<file path="src/rtl/max7219_rx_pkg.sv">
// ---------------------------------------------------------------------------
// max7219_pkg
// Shared definitions for the MAX7219 receive-side model: register addresses
// as they appear in bits [11:8] of a 16-bit MAX7219 command word, the state
// type of the commit FSM, and a helper that tells whether an address
// actually writes a register.
// ---------------------------------------------------------------------------
package max7219_pkg;

   localparam logic [3:0] ADDR_NOOP       = 4'h0;
   localparam logic [3:0] ADDR_DIGIT0     = 4'h1;
   localparam logic [3:0] ADDR_DIGIT7     = 4'h8;
   localparam logic [3:0] ADDR_DECODE     = 4'h9;
   localparam logic [3:0] ADDR_INTENSITY  = 4'hA;
   localparam logic [3:0] ADDR_SCAN_LIMIT = 4'hB;
   localparam logic [3:0] ADDR_SHUTDOWN   = 4'hC;
   localparam logic [3:0] ADDR_TEST       = 4'hF;

   typedef enum logic [1:0] {
      ST_IDLE   = 2'd0,
      ST_COMMIT = 2'd1,
      ST_DONE   = 2'd2
   } commitState_e;

   // No-op and the two unused addresses 0xD/0xE are accepted by the chip but
   // change nothing, so they produce no write report either.
   function automatic logic isRegWrite(input logic [3:0] addr);
      return !((addr == ADDR_NOOP) || (addr == 4'hD) || (addr == 4'hE));
   endfunction

endpackage

</file>
<file path="src/rtl/max7219_rx_if.sv">
// ---------------------------------------------------------------------------
// max7219_rx_if
// Bundles everything the receiver reports to the rest of the system.
//   write report : wr_valid, wr_dev[1:0], wr_addr[3:0], wr_data[7:0]
//   read port    : rd_dev[1:0], rd_row[2:0] in; rd_data[7:0] out
//   control view : ctl_intensity, ctl_scan_limit, ctl_decode,
//                  ctl_shutdown_n, ctl_test (all for device rd_dev)
//   status       : frame_done pulse, frame_err sticky flag, err_clr in
// Modport master is taken by max7219_rx, slave by whoever consumes it.
// ---------------------------------------------------------------------------
interface max7219_rx_if;

   logic       wr_valid;
   logic [1:0] wr_dev;
   logic [3:0] wr_addr;
   logic [7:0] wr_data;

   logic [1:0] rd_dev;
   logic [2:0] rd_row;
   logic [7:0] rd_data;

   logic [3:0] ctl_intensity;
   logic [2:0] ctl_scan_limit;
   logic [7:0] ctl_decode;
   logic       ctl_shutdown_n;
   logic       ctl_test;

   logic       frame_done;
   logic       frame_err;
   logic       err_clr;

   modport master (
      output wr_valid, wr_dev, wr_addr, wr_data,
      output rd_data,
      output ctl_intensity, ctl_scan_limit, ctl_decode, ctl_shutdown_n, ctl_test,
      output frame_done, frame_err,
      input  rd_dev, rd_row, err_clr
   );

   modport slave (
      input  wr_valid, wr_dev, wr_addr, wr_data,
      input  rd_data,
      input  ctl_intensity, ctl_scan_limit, ctl_decode, ctl_shutdown_n, ctl_test,
      input  frame_done, frame_err,
      output rd_dev, rd_row, err_clr
   );

endinterface

</file>
<file path="src/rtl/max7219_rx_sync.sv">
// ---------------------------------------------------------------------------
// max7219_rx_sync
// Brings the three asynchronous MAX7219 pins into the clk domain and derives
// the edge events the receiver needs.
//   clk        in  system clock
//   cs_i       in  chip select pin (active-low)
//   sclk_i     in  serial clock pin
//   data_i     in  serial data pin
//   csSync_o   out synchronised chip select
//   dataSync_o out synchronised data
//   clkRise_o  out one-cycle pulse on a serial clock rising edge
//   csFall_o   out one-cycle pulse on a chip-select falling edge
//   csRise_o   out one-cycle pulse on a chip-select rising edge
// ---------------------------------------------------------------------------
module max7219_rx_sync (
   input  logic clk,
   input  logic cs_i,
   input  logic sclk_i,
   input  logic data_i,
   output logic csSync_o,
   output logic dataSync_o,
   output logic clkRise_o,
   output logic csFall_o,
   output logic csRise_o
);

   logic [2:0] csPipe_q;
   logic [2:0] sclkPipe_q;
   logic [1:0] dataPipe_q;

   // Two flops per pin for metastability, plus a third on cs and sclk so
   // edges can be seen. These flops deliberately keep sampling through
   // reset: when reset drops they already show the true pin levels, so a
   // cs line that is low at that moment is not mistaken for a fresh fall.
   always_ff @(posedge clk) begin
      csPipe_q   <= {csPipe_q[1:0], cs_i};
      sclkPipe_q <= {sclkPipe_q[1:0], sclk_i};
      dataPipe_q <= {dataPipe_q[0], data_i};
   end

   // Edge pulses compare the synchronised level with the one before it.
   always_comb begin
      csSync_o   = csPipe_q[1];
      dataSync_o = dataPipe_q[1];
      clkRise_o  = sclkPipe_q[1] & ~sclkPipe_q[2];
      csFall_o   = ~csPipe_q[1] & csPipe_q[2];
      csRise_o   = csPipe_q[1] & ~csPipe_q[2];
   end

endmodule

</file>
<file path="src/rtl/max7219_rx.sv">
// ---------------------------------------------------------------------------
// max7219_rx
// Receive-side model of a MAX7219 daisy chain. Shifts in the serial stream,
// latches it on chip-select rise, walks the latched words one device per
// cycle and keeps a shadow of every device's digit and control registers.
// Optional feature: define MAX7219_RX_DTEST_EN to make rd_data show what the
// display would actually light (0xFF in display test, 0x00 in shutdown).
//   clk, rst        system clock, synchronous active-high reset
//   max7219_cs      chip select pin, active-low, asynchronous
//   max7219_clk     serial clock pin, asynchronous
//   max7219_data    serial data pin, MSB first, asynchronous
//   bus             max7219_rx_if.master: write reports, read port,
//                   control view, frame_done / frame_err / err_clr
// ---------------------------------------------------------------------------
module max7219_rx
   import max7219_pkg::*;
#(
   parameter int NUM_DEVICES = 1
) (
   input  logic         clk,
   input  logic         rst,
   input  logic         max7219_cs,
   input  logic         max7219_clk,
   input  logic         max7219_data,
   max7219_rx_if.master bus
);

   localparam int SHIFT_W = 16 * NUM_DEVICES;

   logic csSync, dataSync, clkRise, csFall, csRise;

   logic [SHIFT_W-1:0] shift_q;
   logic [SHIFT_W-1:0] snap_q;
   logic [5:0]         bitCnt_q;
   logic               armed_q;
   logic [1:0]         devIdx_q;
   logic               sawDigit7_q;
   logic               frameErr_q;
   logic [7:0]         rdData_q;
   commitState_e       state_q, state_d;

   logic [7:0] digit_q     [NUM_DEVICES][8];
   logic [7:0] decode_q    [NUM_DEVICES];
   logic [3:0] intensity_q [NUM_DEVICES];
   logic [2:0] scanLimit_q [NUM_DEVICES];
   logic       shutdownN_q [NUM_DEVICES];
   logic       test_q      [NUM_DEVICES];

   logic        frameEnd, startCommit, errSet, countShort, countBad;
   logic [15:0] curWord;
   logic [3:0]  curAddr;
   logic [7:0]  curData;
   logic [2:0]  curRow;
   logic        wrValid, frameDone;
   logic        unusedCmdBits;
   logic [7:0]  rawDigit, rdNext, ctlDecode;
   logic [3:0]  ctlIntensity;
   logic [2:0]  ctlScanLimit;
   logic        ctlShutdownN, ctlTest;

   max7219_rx_sync u_sync (
      .clk        (clk),
      .cs_i       (max7219_cs),
      .sclk_i     (max7219_clk),
      .data_i     (max7219_data),
      .csSync_o   (csSync),
      .dataSync_o (dataSync),
      .clkRise_o  (clkRise),
      .csFall_o   (csFall),
      .csRise_o   (csRise)
   );

   // Shift side. Every serial clock rise with cs low pushes one bit in at
   // the bottom. A cs fall restarts the bit count (counting a bit that lands
   // in the very same cycle) and arms the frame check; frames already under
   // way when reset dropped stay unarmed and are ignored at their cs rise.
   always_ff @(posedge clk) begin
      if (rst) begin
         shift_q  <= '0;
         bitCnt_q <= 6'd0;
         armed_q  <= 1'b0;
      end else begin
         if (!csSync && clkRise) begin
            shift_q <= {shift_q[SHIFT_W-2:0], dataSync};
         end
         if (csFall) begin
            bitCnt_q <= clkRise ? 6'd1 : 6'd0;
            armed_q  <= 1'b1;
         end else begin
            if (!csSync && clkRise && (bitCnt_q != 6'd63)) begin
               bitCnt_q <= bitCnt_q + 6'd1;
            end
            if (csRise) begin
               armed_q <= 1'b0;
            end
         end
      end
   end

   // Frame checks at cs rise. Fewer than 16 bits latches nothing; any other
   // count that is short or not a multiple of 16 is flagged but still
   // latched, as the silicon would. A rise while a commit is still running
   // is flagged and its data dropped.
   always_comb begin
      countShort  = (bitCnt_q < 6'd16);
      countBad    = (int'(bitCnt_q) < SHIFT_W) || (bitCnt_q[3:0] != 4'd0);
      frameEnd    = csRise && armed_q;
      startCommit = frameEnd && !countShort && (state_q == ST_IDLE);
      errSet      = frameEnd && (countBad || (state_q != ST_IDLE));
   end

   // Snapshot of the chain taken at an accepted latch, so the next frame can
   // start shifting while the commit walks the old one.
   always_ff @(posedge clk) begin
      if (rst) begin
         snap_q <= '0;
      end else if (startCommit) begin
         snap_q <= shift_q;
      end
   end

   // Commit FSM state register.
   always_ff @(posedge clk) begin
      if (rst) begin
         state_q <= ST_IDLE;
      end else begin
         state_q <= state_d;
      end
   end

   // Commit FSM next state: one COMMIT cycle per device, then DONE.
   always_comb begin
      state_d = state_q;
      case (state_q)
         ST_IDLE:   if (startCommit) state_d = ST_COMMIT;
         ST_COMMIT: if (devIdx_q == 2'(NUM_DEVICES - 1)) state_d = ST_DONE;
         ST_DONE:   state_d = ST_IDLE;
         default:   state_d = ST_IDLE;
      endcase
   end

   // Commit FSM outputs: a write report for each device word that touches a
   // register, and the frame_done pulse when device 0 was given DIGIT7.
   always_comb begin
      wrValid   = 1'b0;
      frameDone = 1'b0;
      case (state_q)
         ST_COMMIT: wrValid   = isRegWrite(curAddr);
         ST_DONE:   frameDone = sawDigit7_q;
         default:   ;
      endcase
   end

   // Word of the device being committed; device k sits in bits [16k+15:16k].
   // The top nibble of a command word means nothing to the MAX7219.
   always_comb begin
      curWord = 16'h0000;
      for (int k = 0; k < NUM_DEVICES; k++) begin
         if (devIdx_q == 2'(k)) begin
            curWord = snap_q[16*k +: 16];
         end
      end
      curAddr = curWord[11:8];
      curData = curWord[7:0];
      curRow  = 3'(curAddr - ADDR_DIGIT0);
   end
   assign unusedCmdBits = ^curWord[15:12];

   // Device index during COMMIT and the DIGIT7-on-device-0 marker.
   always_ff @(posedge clk) begin
      if (rst) begin
         devIdx_q    <= 2'd0;
         sawDigit7_q <= 1'b0;
      end else begin
         if (state_q == ST_COMMIT) begin
            devIdx_q <= devIdx_q + 2'd1;
         end else begin
            devIdx_q <= 2'd0;
         end
         if ((state_q == ST_COMMIT) && (devIdx_q == 2'd0)) begin
            sawDigit7_q <= (curAddr == ADDR_DIGIT7);
         end
      end
   end

   // Shadow register file, written from the commit walk.
   always_ff @(posedge clk) begin
      if (rst) begin
         for (int k = 0; k < NUM_DEVICES; k++) begin
            for (int r = 0; r < 8; r++) begin
               digit_q[k][r] <= 8'h00;
            end
            decode_q[k]    <= 8'h00;
            intensity_q[k] <= 4'h0;
            scanLimit_q[k] <= 3'd0;
            shutdownN_q[k] <= 1'b0;
            test_q[k]      <= 1'b0;
         end
      end else if (wrValid) begin
         for (int k = 0; k < NUM_DEVICES; k++) begin
            if (devIdx_q == 2'(k)) begin
               if ((curAddr >= ADDR_DIGIT0) && (curAddr <= ADDR_DIGIT7)) begin
                  digit_q[k][curRow] <= curData;
               end else begin
                  case (curAddr)
                     ADDR_DECODE:     decode_q[k]    <= curData;
                     ADDR_INTENSITY:  intensity_q[k] <= curData[3:0];
                     ADDR_SCAN_LIMIT: scanLimit_q[k] <= curData[2:0];
                     ADDR_SHUTDOWN:   shutdownN_q[k] <= curData[0];
                     ADDR_TEST:       test_q[k]      <= curData[0];
                     default:         ;
                  endcase
               end
            end
         end
      end
   end

   // Read-side selection by rd_dev; devices beyond the chain read as zero.
   always_comb begin
      rawDigit     = 8'h00;
      ctlDecode    = 8'h00;
      ctlIntensity = 4'h0;
      ctlScanLimit = 3'd0;
      ctlShutdownN = 1'b0;
      ctlTest      = 1'b0;
      for (int k = 0; k < NUM_DEVICES; k++) begin
         if (bus.rd_dev == 2'(k)) begin
            rawDigit     = digit_q[k][bus.rd_row];
            ctlDecode    = decode_q[k];
            ctlIntensity = intensity_q[k];
            ctlScanLimit = scanLimit_q[k];
            ctlShutdownN = shutdownN_q[k];
            ctlTest      = test_q[k];
         end
      end
   end

   // What rd_data will show next cycle. With the display-test view enabled,
   // test mode forces all segments on and beats shutdown, like the chip.
   always_comb begin
`ifdef MAX7219_RX_DTEST_EN
      if (ctlTest) begin
         rdNext = 8'hFF;
      end else if (!ctlShutdownN) begin
         rdNext = 8'h00;
      end else begin
         rdNext = rawDigit;
      end
`else
      rdNext = rawDigit;
`endif
   end

   // Registered read data and the sticky framing error (set beats clear).
   always_ff @(posedge clk) begin
      if (rst) begin
         rdData_q   <= 8'h00;
         frameErr_q <= 1'b0;
      end else begin
         rdData_q <= rdNext;
         if (errSet) begin
            frameErr_q <= 1'b1;
         end else if (bus.err_clr) begin
            frameErr_q <= 1'b0;
         end
      end
   end

   assign bus.wr_valid       = wrValid;
   assign bus.wr_dev         = devIdx_q;
   assign bus.wr_addr        = curAddr;
   assign bus.wr_data        = curData;
   assign bus.rd_data        = rdData_q;
   assign bus.ctl_intensity  = ctlIntensity;
   assign bus.ctl_scan_limit = ctlScanLimit;
   assign bus.ctl_decode     = ctlDecode;
   assign bus.ctl_shutdown_n = ctlShutdownN;
   assign bus.ctl_test       = ctlTest;
   assign bus.frame_done     = frameDone;
   assign bus.frame_err      = frameErr_q;

endmodule
</file>
<file path="src/flat_wrapper.sv">
// flat-port wrapper written by rule: the top's interface ports become plain ports
module max7219_rx_flat import max7219_pkg::*;
#(
   parameter int NUM_DEVICES = 1
)
  (clk, rst, max7219_cs, max7219_clk, max7219_data, bus_wr_valid, bus_wr_dev, bus_wr_addr, bus_wr_data, bus_rd_data, bus_ctl_intensity, bus_ctl_scan_limit, bus_ctl_decode, bus_ctl_shutdown_n, bus_ctl_test, bus_frame_done, bus_frame_err, bus_rd_dev, bus_rd_row, bus_err_clr);
  max7219_rx_if bus_i ();
  input  logic clk;
  input  logic rst;
  input  logic max7219_cs;
  input  logic max7219_clk;
  input  logic max7219_data;
  output wire logic [$bits(bus_i.wr_valid)-1:0] bus_wr_valid;
  output wire logic [$bits(bus_i.wr_dev)-1:0] bus_wr_dev;
  output wire logic [$bits(bus_i.wr_addr)-1:0] bus_wr_addr;
  output wire logic [$bits(bus_i.wr_data)-1:0] bus_wr_data;
  output wire logic [$bits(bus_i.rd_data)-1:0] bus_rd_data;
  output wire logic [$bits(bus_i.ctl_intensity)-1:0] bus_ctl_intensity;
  output wire logic [$bits(bus_i.ctl_scan_limit)-1:0] bus_ctl_scan_limit;
  output wire logic [$bits(bus_i.ctl_decode)-1:0] bus_ctl_decode;
  output wire logic [$bits(bus_i.ctl_shutdown_n)-1:0] bus_ctl_shutdown_n;
  output wire logic [$bits(bus_i.ctl_test)-1:0] bus_ctl_test;
  output wire logic [$bits(bus_i.frame_done)-1:0] bus_frame_done;
  output wire logic [$bits(bus_i.frame_err)-1:0] bus_frame_err;
  input wire logic [$bits(bus_i.rd_dev)-1:0] bus_rd_dev;
  input wire logic [$bits(bus_i.rd_row)-1:0] bus_rd_row;
  input wire logic [$bits(bus_i.err_clr)-1:0] bus_err_clr;
  assign bus_wr_valid = bus_i.wr_valid;
  assign bus_wr_dev = bus_i.wr_dev;
  assign bus_wr_addr = bus_i.wr_addr;
  assign bus_wr_data = bus_i.wr_data;
  assign bus_rd_data = bus_i.rd_data;
  assign bus_ctl_intensity = bus_i.ctl_intensity;
  assign bus_ctl_scan_limit = bus_i.ctl_scan_limit;
  assign bus_ctl_decode = bus_i.ctl_decode;
  assign bus_ctl_shutdown_n = bus_i.ctl_shutdown_n;
  assign bus_ctl_test = bus_i.ctl_test;
  assign bus_frame_done = bus_i.frame_done;
  assign bus_frame_err = bus_i.frame_err;
  assign bus_i.rd_dev = bus_rd_dev;
  assign bus_i.rd_row = bus_rd_row;
  assign bus_i.err_clr = bus_err_clr;
  max7219_rx #(.NUM_DEVICES(NUM_DEVICES)) u_core (.clk(clk), .rst(rst), .max7219_cs(max7219_cs), .max7219_clk(max7219_clk), .max7219_data(max7219_data), .bus(bus_i));
endmodule
</file>
<file path="config.mk">
export PLATFORM = sky130hd
export DESIGN_NAME = max7219_rx_flat
export DESIGN_NICKNAME = d
export VERILOG_FILES = /design/src/rtl/max7219_rx_pkg.sv /design/src/rtl/max7219_rx_if.sv /design/src/rtl/max7219_rx_sync.sv /design/src/rtl/max7219_rx.sv /design/src/flat_wrapper.sv
export SDC_FILE = /design/constraint.sdc
export NUM_CORES = 1
export LEC_CHECK = 0
export CAP_MARGIN = 20
export CORE_MARGIN = 2
export CORE_UTILIZATION = 57
export CTS_CLUSTER_SIZE = 10
export DETAILED_ROUTE_END_ITERATION = 6
export GPL_TIMING_DRIVEN = 0
export PLACE_DENSITY = 0.79
export SETUP_SLACK_MARGIN = 0.02
export SLEW_MARGIN = 25
export SYNTH_ARGS = -nofsm -noshare
export SYNTH_HDL_FRONTEND = slang
export SYNTH_SLANG_ARGS = --single-unit
</file>
<file path="constraint.sdc">
create_clock -name clk -period 2.1 [get_ports clk]
set_input_delay 0.525 -clock clk [delete_from_list [all_inputs] [get_ports clk]]
set_output_delay 0.525 -clock clk [all_outputs]
set_load 0.05 [all_outputs]
</file>
# ---- Word-level counts from Yosys, hierarchy flattened
# Memory sizes are Yosys's and may differ from the RTL's.
# Index checks and enable logic that the tools add are counted.
dict set report classes {
  eq_ne 13
  reduce_logical 34
  n_addsub 3
  n_mux 72
  bitwise_logic 10
  n_lt_le_gt_ge 7
}
# op n
set op_table {}
lappend op_table {{$mux W64} 3}
lappend op_table {{$reduce_or A64 Y1} 1}
lappend op_table {{$mux W1} 52}
lappend op_table {{$mux W8} 5}
lappend op_table {{$eq A4 B4 Y1 const B} 8}
lappend op_table {{$bmux W8 S3} 1}
lappend op_table {{$demux W8 S3} 1}
lappend op_table {{$lt A6 B5 Y1 const B} 2}
lappend op_table {{$mux W12} 1}
lappend op_table {{$mux W6} 2}
lappend op_table {{$logic_and A1 B1 Y1} 9}
lappend op_table {{$ge A4 B4 Y1 const B} 2}
lappend op_table {{$mux W4} 2}
lappend op_table {{$not A3 Y4} 2}
lappend op_table {{$reduce_bool A2 Y1} 4}
lappend op_table {{$reduce_or A8 Y1} 1}
lappend op_table {{$add A6 B1 Y6 const B} 1}
lappend op_table {{$logic_not A2 Y1} 3}
lappend op_table {{$mux W3} 2}
lappend op_table {{$ne A6 B6 Y1 const B} 1}
lappend op_table {{$not A1 Y1} 5}
lappend op_table {{$ge A4 B1 Y1 const B} 1}
lappend op_table {{$le A4 B4 Y1 const B} 1}
lappend op_table {{$logic_not A4 Y1} 1}
lappend op_table {{other kinds (18)} 28}
dict set report totals {
  n_memories 6
  out_inout_bits 42
  register_bits 53
  ram_bits 81
}
# name words word_bits read_ports rd_ports_with_merged_regs wr line_no
set mem_list {}
lappend mem_list {u_core.digit_q 1 64 1 0 8 max7219_rx.sv:42} ;# logic [7:0] digit_q [NUM_DEVICES][8];
lappend mem_list {u_core.decode_q 1 8 1 0 1 max7219_rx.sv:43} ;# logic [7:0] decode_q [NUM_DEVICES];
lappend mem_list {u_core.intensity_q 1 4 1 0 1 max7219_rx.sv:44} ;# logic [3:0] intensity_q [NUM_DEVICES];
lappend mem_list {u_core.scanLimit_q 1 3 1 0 1 max7219_rx.sv:45} ;# logic [2:0] scanLimit_q [NUM_DEVICES];
lappend mem_list {u_core.shutdownN_q 1 1 1 0 1 max7219_rx.sv:46} ;# logic shutdownN_q [NUM_DEVICES];
lappend mem_list {u_core.test_q 1 1 1 0 1 max7219_rx.sv:47} ;# logic test_q [NUM_DEVICES];

# ---- Depth between registers and ports, before layout
# Gate-level depths: netlist (run 1).
dict set report depth {
  depth_word 12
  depth_mapped 8
}

# ---- By module
# From an unflattened synthesis (run 1), not the netlist that was laid out.
dict set report hier_totals {
  cells_unflattened 558
  area_unflattened_um2 5975.7
}
# mod cells_per_inst instances seq_area_each_um2 area_each_um2
set modules_own_cells {}
lappend modules_own_cells {max7219_rx 547 1 2772.7 5794.3}
lappend modules_own_cells {max7219_rx_sync 11 1 160.2 181.4}

# ---- Worst setup path before layout (run 1)
# No wires, ideal clock.
dict set report synth_path {
  path_kind {register to output}
  start {reg u_core.devIdx_q[0] (netlist: u_core.bus.wr_dev[0])}
  end {out bus_wr_valid}
  stages_incl_launch_ff 8
  n_path_buf 2
  arrival_ps 2327
  slack_ps -752
  path_cell_list {dfxtp_1 inv_1 ha_1 buf_2 and3b_2 clkbuf_1 nand2_1 a31oi_1}
}
dict set report synth_via {
  elab_chain_len 7
  word_cells_on_any_way 9
  classes_between {eq/ne (2); mux (2); reduce/logical (5)}
}
# item line_no
set synth_rtl {}
lappend synth_rtl {{start: declaration} max7219_rx.sv:36} ;# logic [1:0] devIdx_q;
lappend synth_rtl {{start signal: assignment} max7219_rx.sv:176} ;# devIdx_q <= devIdx_q + 2'd1;
lappend synth_rtl {{$logic_not A2 Y1 *} max7219_rx.sv:159} ;# if (devIdx_q == 2'(k)) begin
lappend synth_rtl {{$mux W12 *} max7219_rx.sv:159}
lappend synth_rtl {{$eq A4 B4 Y1 or $logic_not A4 Y1 (tied branches)} max7219_rx_pkg.sv:28} ;# return !((addr == ADDR_NOOP) || (addr == 4'hD) || (addr == 4'hE));
lappend synth_rtl {{$logic_or A1 B1 Y1} max7219_rx_pkg.sv:28}
lappend synth_rtl {{$logic_or A1 B1 Y1 *} max7219_rx_pkg.sv:28}
lappend synth_rtl {{$logic_not A1 Y1 *} max7219_rx_pkg.sv:28}
lappend synth_rtl {{$mux W1 *} max7219_rx.sv:147} ;# case (state_q)
lappend synth_rtl {{end: declaration} flat_wrapper.sv:13} ;# output wire logic [$bits(bus_i.wr_valid)-1:0] bus_wr_valid;
# Mark *: on every way between the ends. The rest lies on a longest branch, timed or not.

# ---- Worst setup path after layout (run 1)
dict set report layout_path {
  start {reg u_core.snap_q[11]}
  end {out bus_wr_valid}
}
dict set report layout_via {
  elab_chain_len 6
  word_cells_on_any_way 8
  classes_between {eq/ne (2); mux (2); reduce/logical (4)}
}
# item line_no
set layout_rtl {}
lappend layout_rtl {{start: declaration} max7219_rx.sv:33} ;# logic [SHIFT_W-1:0] snap_q;
lappend layout_rtl {{start signal: assignment} max7219_rx.sv:118} ;# snap_q <= shift_q;
lappend layout_rtl {{$mux W12 *} max7219_rx.sv:159}
lappend layout_rtl {{$eq A4 B4 Y1 or $logic_not A4 Y1 (tied branches)} max7219_rx_pkg.sv:28}
lappend layout_rtl {{$logic_or A1 B1 Y1} max7219_rx_pkg.sv:28}
lappend layout_rtl {{$logic_or A1 B1 Y1 *} max7219_rx_pkg.sv:28}
lappend layout_rtl {{$logic_not A1 Y1 *} max7219_rx_pkg.sv:28}
lappend layout_rtl {{$mux W1 *} max7219_rx.sv:147}
# Marked as above.

==> out/results.txt, run 1 <==
Hold Crit Endpoint: u_core.u_sync.csPipe_q[1]
FF-to-FF path depth: 8
Pwr Total: 6080 µW
combinational power share: 3.7%
GPL Wtd Cong: 0.906
Startpoint Class: flip-flop
Setup TNS Final: -2.39 ns
post-synthesis compound-gate area fraction: 12.3%
worst r2r dst: u_core.digit_q[0][31]
fmax: 423 MHz
global route hottest layer: met2
Critical R2R Launch: u_core.bus.wr_dev[1]
diodes inserted: 0
outcome: finished, violations left
Yosys cell types: 58
Required @ worst endpoint: 1.57 ns
Remaining DRCs: 0
Worst-Margin Slew: 0.866 ns
initial antenna violation count: 0
hold slack: 0.326 ns
crit end category: output pin
switching part of the total: 21.3%
CP max-delay cell: or4_4
r2r setup slk: -0.03 ns
CP max FO: 7
vias in the first global route: 5,259
Yosys top cell by area: dfxtp_1
Avg Inst Size Synth: 9.88 µm²
initial drt markers: 601
Placed Area: 0.00661 mm²
Pint: 4780 µW
Routed WL per cell: 20.4 µm
Seq pwr share: 43.6%
I/O Buffers: 50
RSZ-0062 raised after global routing: true
Ys Warns: 0
global routing usage on met1: 35.2%
GRT Total Usage: 29.8%
CTS root buf: clkbuf_8
Slew headroom: 41.8%
vias post-DR: 5,366
final hold vios: 0
# fillers: 646
Seq cells post-synth: 134
Net Sw Power: 1300 µW
Die Y: 106 µm
Primary FF master, synth: dfxtp_1
Hold Path Class: reg -> reg
final slew viol count: 0
placed cell count: 782
Synth Area in Adders: 1.06%
clk sinks: 134
Max clock buf depth: 2
met3 usage in global routing: 7.42%
hold path start: u_core.u_sync.csPipe_q[0]
asr flop ratio synth: 0%
crit path buf inv count: 1
htree depth: 4
EDFF count, synth: 25
post-synthesis mux area share: 12.1%
Clock Latency Late Sink: 0.55 ns
antenna-violating nets left: 0
Pleak: 0.00298 µW
Top delay family on crit path: simple AND/OR/NAND/NOR gates
area grow syn2layout: 33.2%
Syn Nets: 612
Final min period: 2.36 ns
layout cells sized above 1: 26.4%
Core Region: 0.0102 mm²
Die W: 106 µm
met2 GRT Util: 49.7%
final instance area: 0.00784 mm²
max cap viols: 0
CTS Hold Buffers Added: 0
# setup viols final: 14
TritonRoute pass-1 iters: 5
Die ar.: 0.0112 mm²
critical path type: reg -> out
starting density of the core: 57.8%
fin worst setup slack: -0.261 ns
Num CTS Buffers: 17
HPWL Detailed: 10,700 µm
Yosys top cell area share: 37.1%
Reg clk slew, reported paths: 0.06 ns
IO Pins: 53
Peak VDD IR: 571 µV
violated checks: setup timing
global-route wire length before repair: 25,700 µm
Cell Area, Synth: 0.00589 mm²
Final #Nets: 716
clock group share of total power: 52.7%
area occupied by multi-input gates: 0.00295 mm²
CTS tree: done
Site Rows: 37
Max Clock Skew: 0.0112 ns
post-synthesis simple-gate area fraction: 20.3%
WHS Path Cells: 0
WL final: 17,400 µm
Sequential Area: 0.00295 mm²
Seq/Total Area, Yosys: 49.8%
Commonest cells post-synth: dfxtp_1 (109), nand2_1 (100), a21oi_1 (44)
Worst EP arrival: 1.84 ns
drt via density: 6.32
largest cells by area after synthesis: dfxtp_1 (37%), edfxtp_1 (13%), nand2_1 (6.4%)
XOR/XNOR Fraction of Synth Area: 0.149%
Power per Cell Area: 776 mW/mm²
largest family of logic cells by synthesized area: simple AND/OR/NAND/NOR gates
cell count after synthesis: 596
count leader, synth: dfxtp_1
post-route insts no fill: 849
Crit path largest cell delay: 0.59 ns
final worst-path cycle share: 112%
CP Cell Sequence: or4_4 > nand2_4 > a31oi_4 > buf_6
grt ovf: 0
largest net degree at the start of global routing: 17
[registers in the layout, indices dropped and copies added, names as in the netlist, 2 cells and up]
name,count
u_core.bitCnt_q,6
u_core.bus.rd_data,8
u_core.bus.wr_dev,2
u_core.decode_q,8
u_core.digit_q,64
u_core.intensity_q,4
u_core.scanLimit_q,3
u_core.shift_q,12
u_core.snap_q,12
u_core.state_q,2
u_core.u_sync.csPipe_q,3
u_core.u_sync.dataPipe_q,2
u_core.u_sync.sclkPipe_q,3
[per-stage QoR]
stage | utilization [%] | setup WS (ns)
2_1_floorplan | - | 0.0300
3_3_place_gp | 64.8 | -1.04
3_5_place_dp | 64.9 | -1.12
4_1_cts | 74.6 | -0.283
5_1_grt | 77.0 | -0.309
6_report | 77.0 | -0.261
[worst register-to-register path, cell delays in order (launching register included)]
cell and delay, ns:
dfxtp_4 0.34, inv_2 0.06, ha_4 0.15, buf_4 0.11, buf_6 0.10, buf_4 0.14, nand3b_1 0.14, nor4_4 0.68
mux2i_1 0.33
[final cells by class]
type | instances | share of cell area [%]
sequential | 134 | 37.6
multi-input combinational | 401 | 37.6
timing repair buffer | 87 | 10.5
clock buffer | 18 | 5.46
buffer | 41 | 2.76
clock inverter | 14 | 2.62
tap | 136 | 2.17
inverter | 18 | 1.31
[cells by family after synthesis]
family	count (synthesis)
DFF	134
adders and majority gates	5
and+or+nand+nor	231
muxes	51
AOI/OAI and AO/OA	112
xor gates and xnor gates	1
buffers and inverters	62
[power by group through the flow]
stage               logic [µW]  clock network, µW  registers [µW]
floorplan                  139                  0            2710
global placement           212                  0            2710
detailed placement         218                  0            2710
CTS                        224               3200            2650
global route               242               3320            2650
finish                     227               3200            2650
[how the worst max path moves through the flow]
| stage | depth (start not counted) | endpoint | slack (ns) | start |
|---|---|---|---|---|
| after global routing | 7 | bus_wr_valid | -0.31 | u_core.bus.wr_dev[1] |
| after CTS | 5 | bus_wr_valid | -0.28 | u_core.snap_q[10] |
| after floorplan | 7 | bus_wr_valid | 0.03 | u_core.bus.wr_dev[1] |
| after detailed placement | 5 | bus_ctl_intensity[2] | -1.12 | bus_rd_dev[1] |
| final | 4 | bus_wr_valid | -0.26 | u_core.snap_q[11] |
| after global placement | 5 | bus_ctl_scan_limit[0] | -1.04 | bus_rd_dev[1] |
[layer usage]
metal	up-vias	routed length [µm]
met5	-	0
met4	0	837
met3	92	1460
met2	320	8560
met1	2583	6490
li1	2371	-
[timing repair]
action,4_1_cts,5_1_grt
setup buffers,17,19
pin swaps,4,5
gates cloned,3,0
setup endpoints to repair,42,46
gates resized for setup,268,61
[layout by cell type (no fill, tap or decap), drive strengths merged, types with 4 or more instances in the layout]
cell type / n
a21oi: 44
o21ai: 17
dlygate4sd2: 12
a22o: 8
edfxtp: 25
clkdlybuf4s50: 6
o311ai: 8
nand4: 12
mux4: 16
clkinv: 8
clkbuf: 50
inv: 18
o31ai: 21
dfxtp: 109
and3b: 4
ha: 5
and2: 21
nand3: 24
buf: 76
nor3: 4
mux2i: 35
bufinv: 5
nor2: 32
nand2: 100
(Power assumes the default switching activity.)
==> run 2: changes to the inputs <==
==> constraint.sdc (replaced) <==
create_clock -name clk -period 2.25 [get_ports clk]
set_input_delay 0.5625 -clock clk [delete_from_list [all_inputs] [get_ports clk]]
set_output_delay 0.5625 -clock clk [all_outputs]
set_load 0.05 [all_outputs]
==> out/results.txt, run 2 (synthesis gave the netlist of run 1 again) <==
outcome: finished, violations left
violated checks: setup timing
Pwr Total: 5080 µW (-16%)
Sequential Area: 0.00294 mm² (-0.21%)
max reg flops: 64 (unchanged)
starting density of the core: 57.8% (unchanged)
biggest regs: u_core.digit_q (64), u_core.shift_q (12), u_core.snap_q (12)
CTS Hold Buffers Added: 0 (unchanged)
r2r setup slk: 0.07 ns (+0.10 ns)
Routed WL per cell: 19.2 µm (-5.9%)
I/O Buffers: 50 (unchanged)
most common cell after layout, fill and taps aside: dfxtp_1
WL final: 16,100 µm (-7.3%)
# setup viols final: 10 (-4)
Place WS: -1.05 ns (+0.0663 ns)
largest net degree at the start of global routing: 17 (unchanged)
Core Region: 0.0102 mm² (unchanged)
GRT Total Usage: 28.8% (-1.1 points)
HPWL Detailed: 10,700 µm (-0.33%)
diodes inserted: 0 (unchanged)
Final Util: 73.8% (-3.2 points)
area occupied by multi-input gates: 0.00287 mm² (-2.6%)
Num CTS Buffers: 17 (unchanged)
TritonRoute pass-1 iters: 7 (+2)
Reg clk slew, reported paths: 0.06 ns (about the same)
final slew viol count: 0 (unchanged)
clk sinks: 134 (unchanged)
drt via density: 6.13 (-2.9%)
htree depth: 4 (unchanged)
grt ovf: 0 (unchanged)
Slew headroom: 41.9% (+0.070 points)
CP max FO: 8 (+1)
GPL Wtd Cong: 0.902 (-0.44%)
CTS root buf: clkbuf_8
Hold Path Class: reg -> reg
Die ar.: 0.0112 mm² (unchanged)
IO Pins: 53 (unchanged)
crit end category: output pin
most frequent cells in the layout: dfxtp_1 (104), nand2_1 (93), a21oi_1 (44), buf_4 (37), mux2i_1 (35)
Max clock buf depth: 2 (unchanged)
Required @ worst endpoint: 1.69 ns (+0.12 ns)
# fillers: 691 (+7.0%)
Pleak: 0.00284 µW (-4.7%)
Peak VDD IR: 561 µV (-1.7%)
area grow syn2layout: 27.6%
layout cells sized above 1: 22.9% (-3.5 points)
global-route wire length before repair: 24,900 µm (-3.3%)
initial drt markers: 650 (+8.2%)
final worst-path cycle share: 106%
max cap viols: 0 (unchanged)
fin worst setup slack: -0.131 ns (+0.130 ns)
vias post-DR: 5,128 (-4.4%)
Max Clock Skew: 0.00565 ns (-0.00552 ns)
CTS tree: done
initial antenna violation count: 0 (unchanged)
Startpoint Class: flip-flop
vias in the first global route: 5,027 (-4.4%)
Die Y: 106 µm (unchanged)
Power per Cell Area: 677 mW/mm² (-13%)
Worst-Margin Slew: 0.865 ns (-0.00104 ns)
Most flops, register: u_core.digit_q
Worst EP arrival: 1.82 ns (-0.02 ns)
fmax: 420 MHz
Site Rows: 37 (unchanged)
Remaining DRCs: 0 (unchanged)
Final min period: 2.38 ns
RSZ-0062 raised after global routing: true
final hold vios: 0 (unchanged)
critical path type: reg -> out
antenna-violating nets left: 0 (unchanged)
Die W: 106 µm (unchanged)
Final #Nets: 703 (-1.8%)
Clock Latency Late Sink: 0.53 ns (-0.02 ns)
run 2: worst paths after layout:
kind | cells after the start | to | start
max | 7 | bus_wr_addr[1] | u_core.bus.wr_dev[0]
min | 0 | u_core.u_sync.sclkPipe_q[1] | u_core.u_sync.sclkPipe_q[0]
max reg2reg | 8 | u_core.digit_q[0][39] | u_core.bus.wr_dev[0]
min reg2reg | 0 | u_core.u_sync.sclkPipe_q[1] | u_core.u_sync.sclkPipe_q[0]
run 2: layout make-up:
class	instances	area share, %
plain buffers	40	2.78
clock buffers	21	5.98
flip-flops and latches	134	39.2
repair buffers	75	9.59
clock inverters	11	0.783
inverters	18	1.20
well taps	136	2.27
multi-input cells	401	38.2
run 2: metal layers:
layer / up-vias / routed length [µm] / track usage, %
met3: 70 / 1270 / 6.80
met1: 2435 / 6000 / 33.8
met5: - / 0 / 0
met4: 0 / 580 / 13.4
li1: 2341 / - / -
met2: 282 / 8240 / 49.7
run 2: per-stage QoR:
step	TNS [ns]	instance area, µm²	std cells	hold WS, ns
after floorplan	0	5910	596	0.310
after global placement	-34.08	6580	782	0.312
after detailed placement	-37.13	6590	782	0.314
after CTS	-0.362	7310	823	0.327
after global routing	-1.44	7510	836	0.334
final	-0.867	7510	836	0.325
run 2: what timing repair did:
item | 4_1_cts | 5_1_grt
buffers inserted | 8 | 16
gates cloned | 2 | 0
gates resized for setup | 233 | 30
endpoints found under the setup margin | 33 | 32
pin swaps | 4 | 3
hold endpoints to repair | 0 | 0
run 2: critical path: stages, from the launching register on:
cell,delay [ns]
dfxtp_2,0.33
inv_2,0.04
ha_4,0.16
buf_6,0.13
buf_4,0.14
buf_12,0.15
and2_4,0.18
buf_8,0.15
run 2: power breakdown:
group          total, µW  internal, µW  switching, µW
Clock               2400          1390           1010
Combinational        203          66.3            136
Sequential          2480          2470           10.5
Total               5080          3920           1160
==> run 3: changes to the inputs <==
--- a/config.mk
+++ b/config.mk
@@ -13,6 +13,7 @@
 export GPL_TIMING_DRIVEN = 0
 export PLACE_DENSITY = 0.79
 export SETUP_SLACK_MARGIN = 0.02
+export SKIP_LAST_GASP = 1
 export SLEW_MARGIN = 25
 export SYNTH_ARGS = -nofsm -noshare
 export SYNTH_HDL_FRONTEND = slang
==> out/results.txt, run 3 (synthesis gave the netlist of run 1 again) <==
outcome: finished, violations left
violated checks: setup timing
Critical R2R Launch: u_core.bus.wr_dev[0]
diodes inserted: 0 (unchanged)
fin worst setup slack: -0.138 ns (-0.00679 ns)
Power per Cell Area: 681 mW/mm² (+0.55%)
grt ovf: 0 (unchanged)
Max clock buf depth: 2 (unchanged)
final instance area: 0.00744 mm² (-0.92%)
hold path start: u_core.u_sync.sclkPipe_q[0]
final slew viol count: 0 (unchanged)
CP max FO: 6 (-2)
Slew headroom: 42.5% (+0.65 points)
initial drt markers: 581 (-11%)
Site Rows: 37 (unchanged)
final worst-path cycle share: 106% (+0.30 points)
clk sinks: 134 (unchanged)
Routed WL per cell: 18.7 µm (-3.0%)
Die Y: 106 µm (unchanged)
Final min period: 2.39 ns (+0.00679 ns)
TritonRoute pass-1 iters: 5 (-2)
Setup TNS Final: -0.989 ns (-0.121 ns)
antenna-violating nets left: 0 (unchanged)
post-route insts no fill: 831 (-0.60%)
Most flops, register: u_core.digit_q
IO Pins: 53 (unchanged)
Num CTS Buffers: 17 (unchanged)
placed cell count: 782 (unchanged)
layout cells sized above 1: 22.0% (-0.84 points)
HPWL Detailed: 10,700 µm (unchanged)
Final #Nets: 698 (-0.71%)
Required @ worst endpoint: 1.69 ns (about the same)
largest net degree at the start of global routing: 17 (unchanged)
# setup viols final: 11 (+1)
I/O Buffers: 50 (unchanged)
CTS root buf: clkbuf_8
crit end category: output pin
fmax: 419 MHz (-0.28%)
RSZ-0062 raised after global routing: true
biggest regs: u_core.digit_q (64), u_core.shift_q (12), u_core.snap_q (12)
max cap viols: 0 (unchanged)
area grow syn2layout: 26.4%
Core Region: 0.0102 mm² (unchanged)
Worst EP arrival: 1.83 ns (about the same)
Pwr Total: 5070 µW (-0.37%)
most common cell after layout, fill and taps aside: dfxtp_1
vias in the first global route: 4,975 (-1.0%)
Clock Latency Late Sink: 0.53 ns (about the same)
Pleak: 0.00283 µW (-0.41%)
most frequent cells in the layout: dfxtp_1 (104), nand2_1 (94), a21oi_1 (44), mux2i_1 (35), buf_4 (33)
CTS tree: done
Peak VDD IR: 546 µV (-2.7%)
worst setup path startpoint: u_core.bus.wr_dev[1]
drt via density: 6.03 (-1.8%)
Worst-Margin Slew: 0.855 ns (-0.00961 ns)
critical path type: reg -> out
Max Clock Skew: 0.00541 ns (-0.000233 ns)
WL final: 15,500 µm (-3.5%)
Placed Area: 0.00659 mm² (unchanged)
global-route wire length before repair: 24,800 µm (-0.22%)
Hold Path Class: reg -> reg
vias post-DR: 5,007 (-2.4%)
starting density of the core: 57.8% (unchanged)
initial antenna violation count: 0 (unchanged)
Remaining DRCs: 0 (unchanged)
Reg clk slew, reported paths: 0.06 ns (about the same)
GPL Wtd Cong: 0.902 (unchanged)
Die ar.: 0.0112 mm² (unchanged)
Place WS: -1.05 ns (unchanged)
max reg flops: 64 (unchanged)
final hold vios: 0 (unchanged)
Die W: 106 µm (unchanged)
GRT Total Usage: 28.7% (-0.062 points)
htree depth: 4 (unchanged)
Startpoint Class: flip-flop
-- run 3: cell types whose count changed in the layout (fill, tap and decap cells not counted) --
cell	delta
nand2_1	+1
buf_8	-2
buf_6	+1
nand2_8	-1
inv_1	+1
buf_4	-4
dlygate4sd2_1	-1
dlymetal6s2s_1	+1
inv_8	-1
-- run 3: final timing paths --
kind                                               endpoint  cells past startpoint  slack (ns)
worst max-delay path                         bus_wr_data[2]                      6       -0.14
worst min-delay path            u_core.u_sync.sclkPipe_q[1]                      0        0.32
worst max register to register        u_core.digit_q[0][62]                      9        0.16
worst min register to register  u_core.u_sync.sclkPipe_q[1]                      0        0.32
-- run 3: timing repair --
item | CTS | global route
gates cloned | 2 | 0
hold buffers | 0 | 0
endpoints found under the setup margin | 33 | 27
gates resized for setup | 219 | 35
buffers inserted | 8 | 11
pin swaps | 4 | 3
-- run 3: metrics by stage --
stage | utilization [%] | hold slack, ns
5_1_grt | 73.1 | 0.334
3_3_place_gp | 64.6 | 0.312
6_report | 73.1 | 0.325
3_5_place_dp | 64.7 | 0.314
4_1_cts | 71.4 | 0.327
2_1_floorplan | - | 0.310
-- run 3: per-layer routing --
metal	part of all wire (%)	wire length, µm	up-vias	global-route usage [%]
met5	0	0	-	0
met4	2.6	409	0	13.5
met3	7.0	1090	42	6.49
met2	52	8060	233	49.2
met1	38	5960	2402	34.2
li1	-	-	2330	-
-- run 3: area by class of cell --
cell class	instances	area [µm²]
buffer	40	209
clock buffer	21	449
clock inverter	11	58.8
fill	707	2740
inverter	18	82.6
multi-input combinational	401	2850
sequential	134	2940
tap	136	170
timing repair buffer	70	676
-- run 3: power breakdown --
part           leakage (µW)  switching, µW  internal [µW]
sequential          0.00114           10.5           2470
clock              0.000261            996           1390
combinational       0.00143            136           66.3
total               0.00283           1140           3920
-- run 3: worst max-delay path, stage by stage (launching register included) --
cell and delay [ns]:
dfxtp_2 0.33, inv_2 0.04, ha_4 0.16, buf_6 0.13, nand2_1 0.27, inv_1 0.15, buf_4 0.22
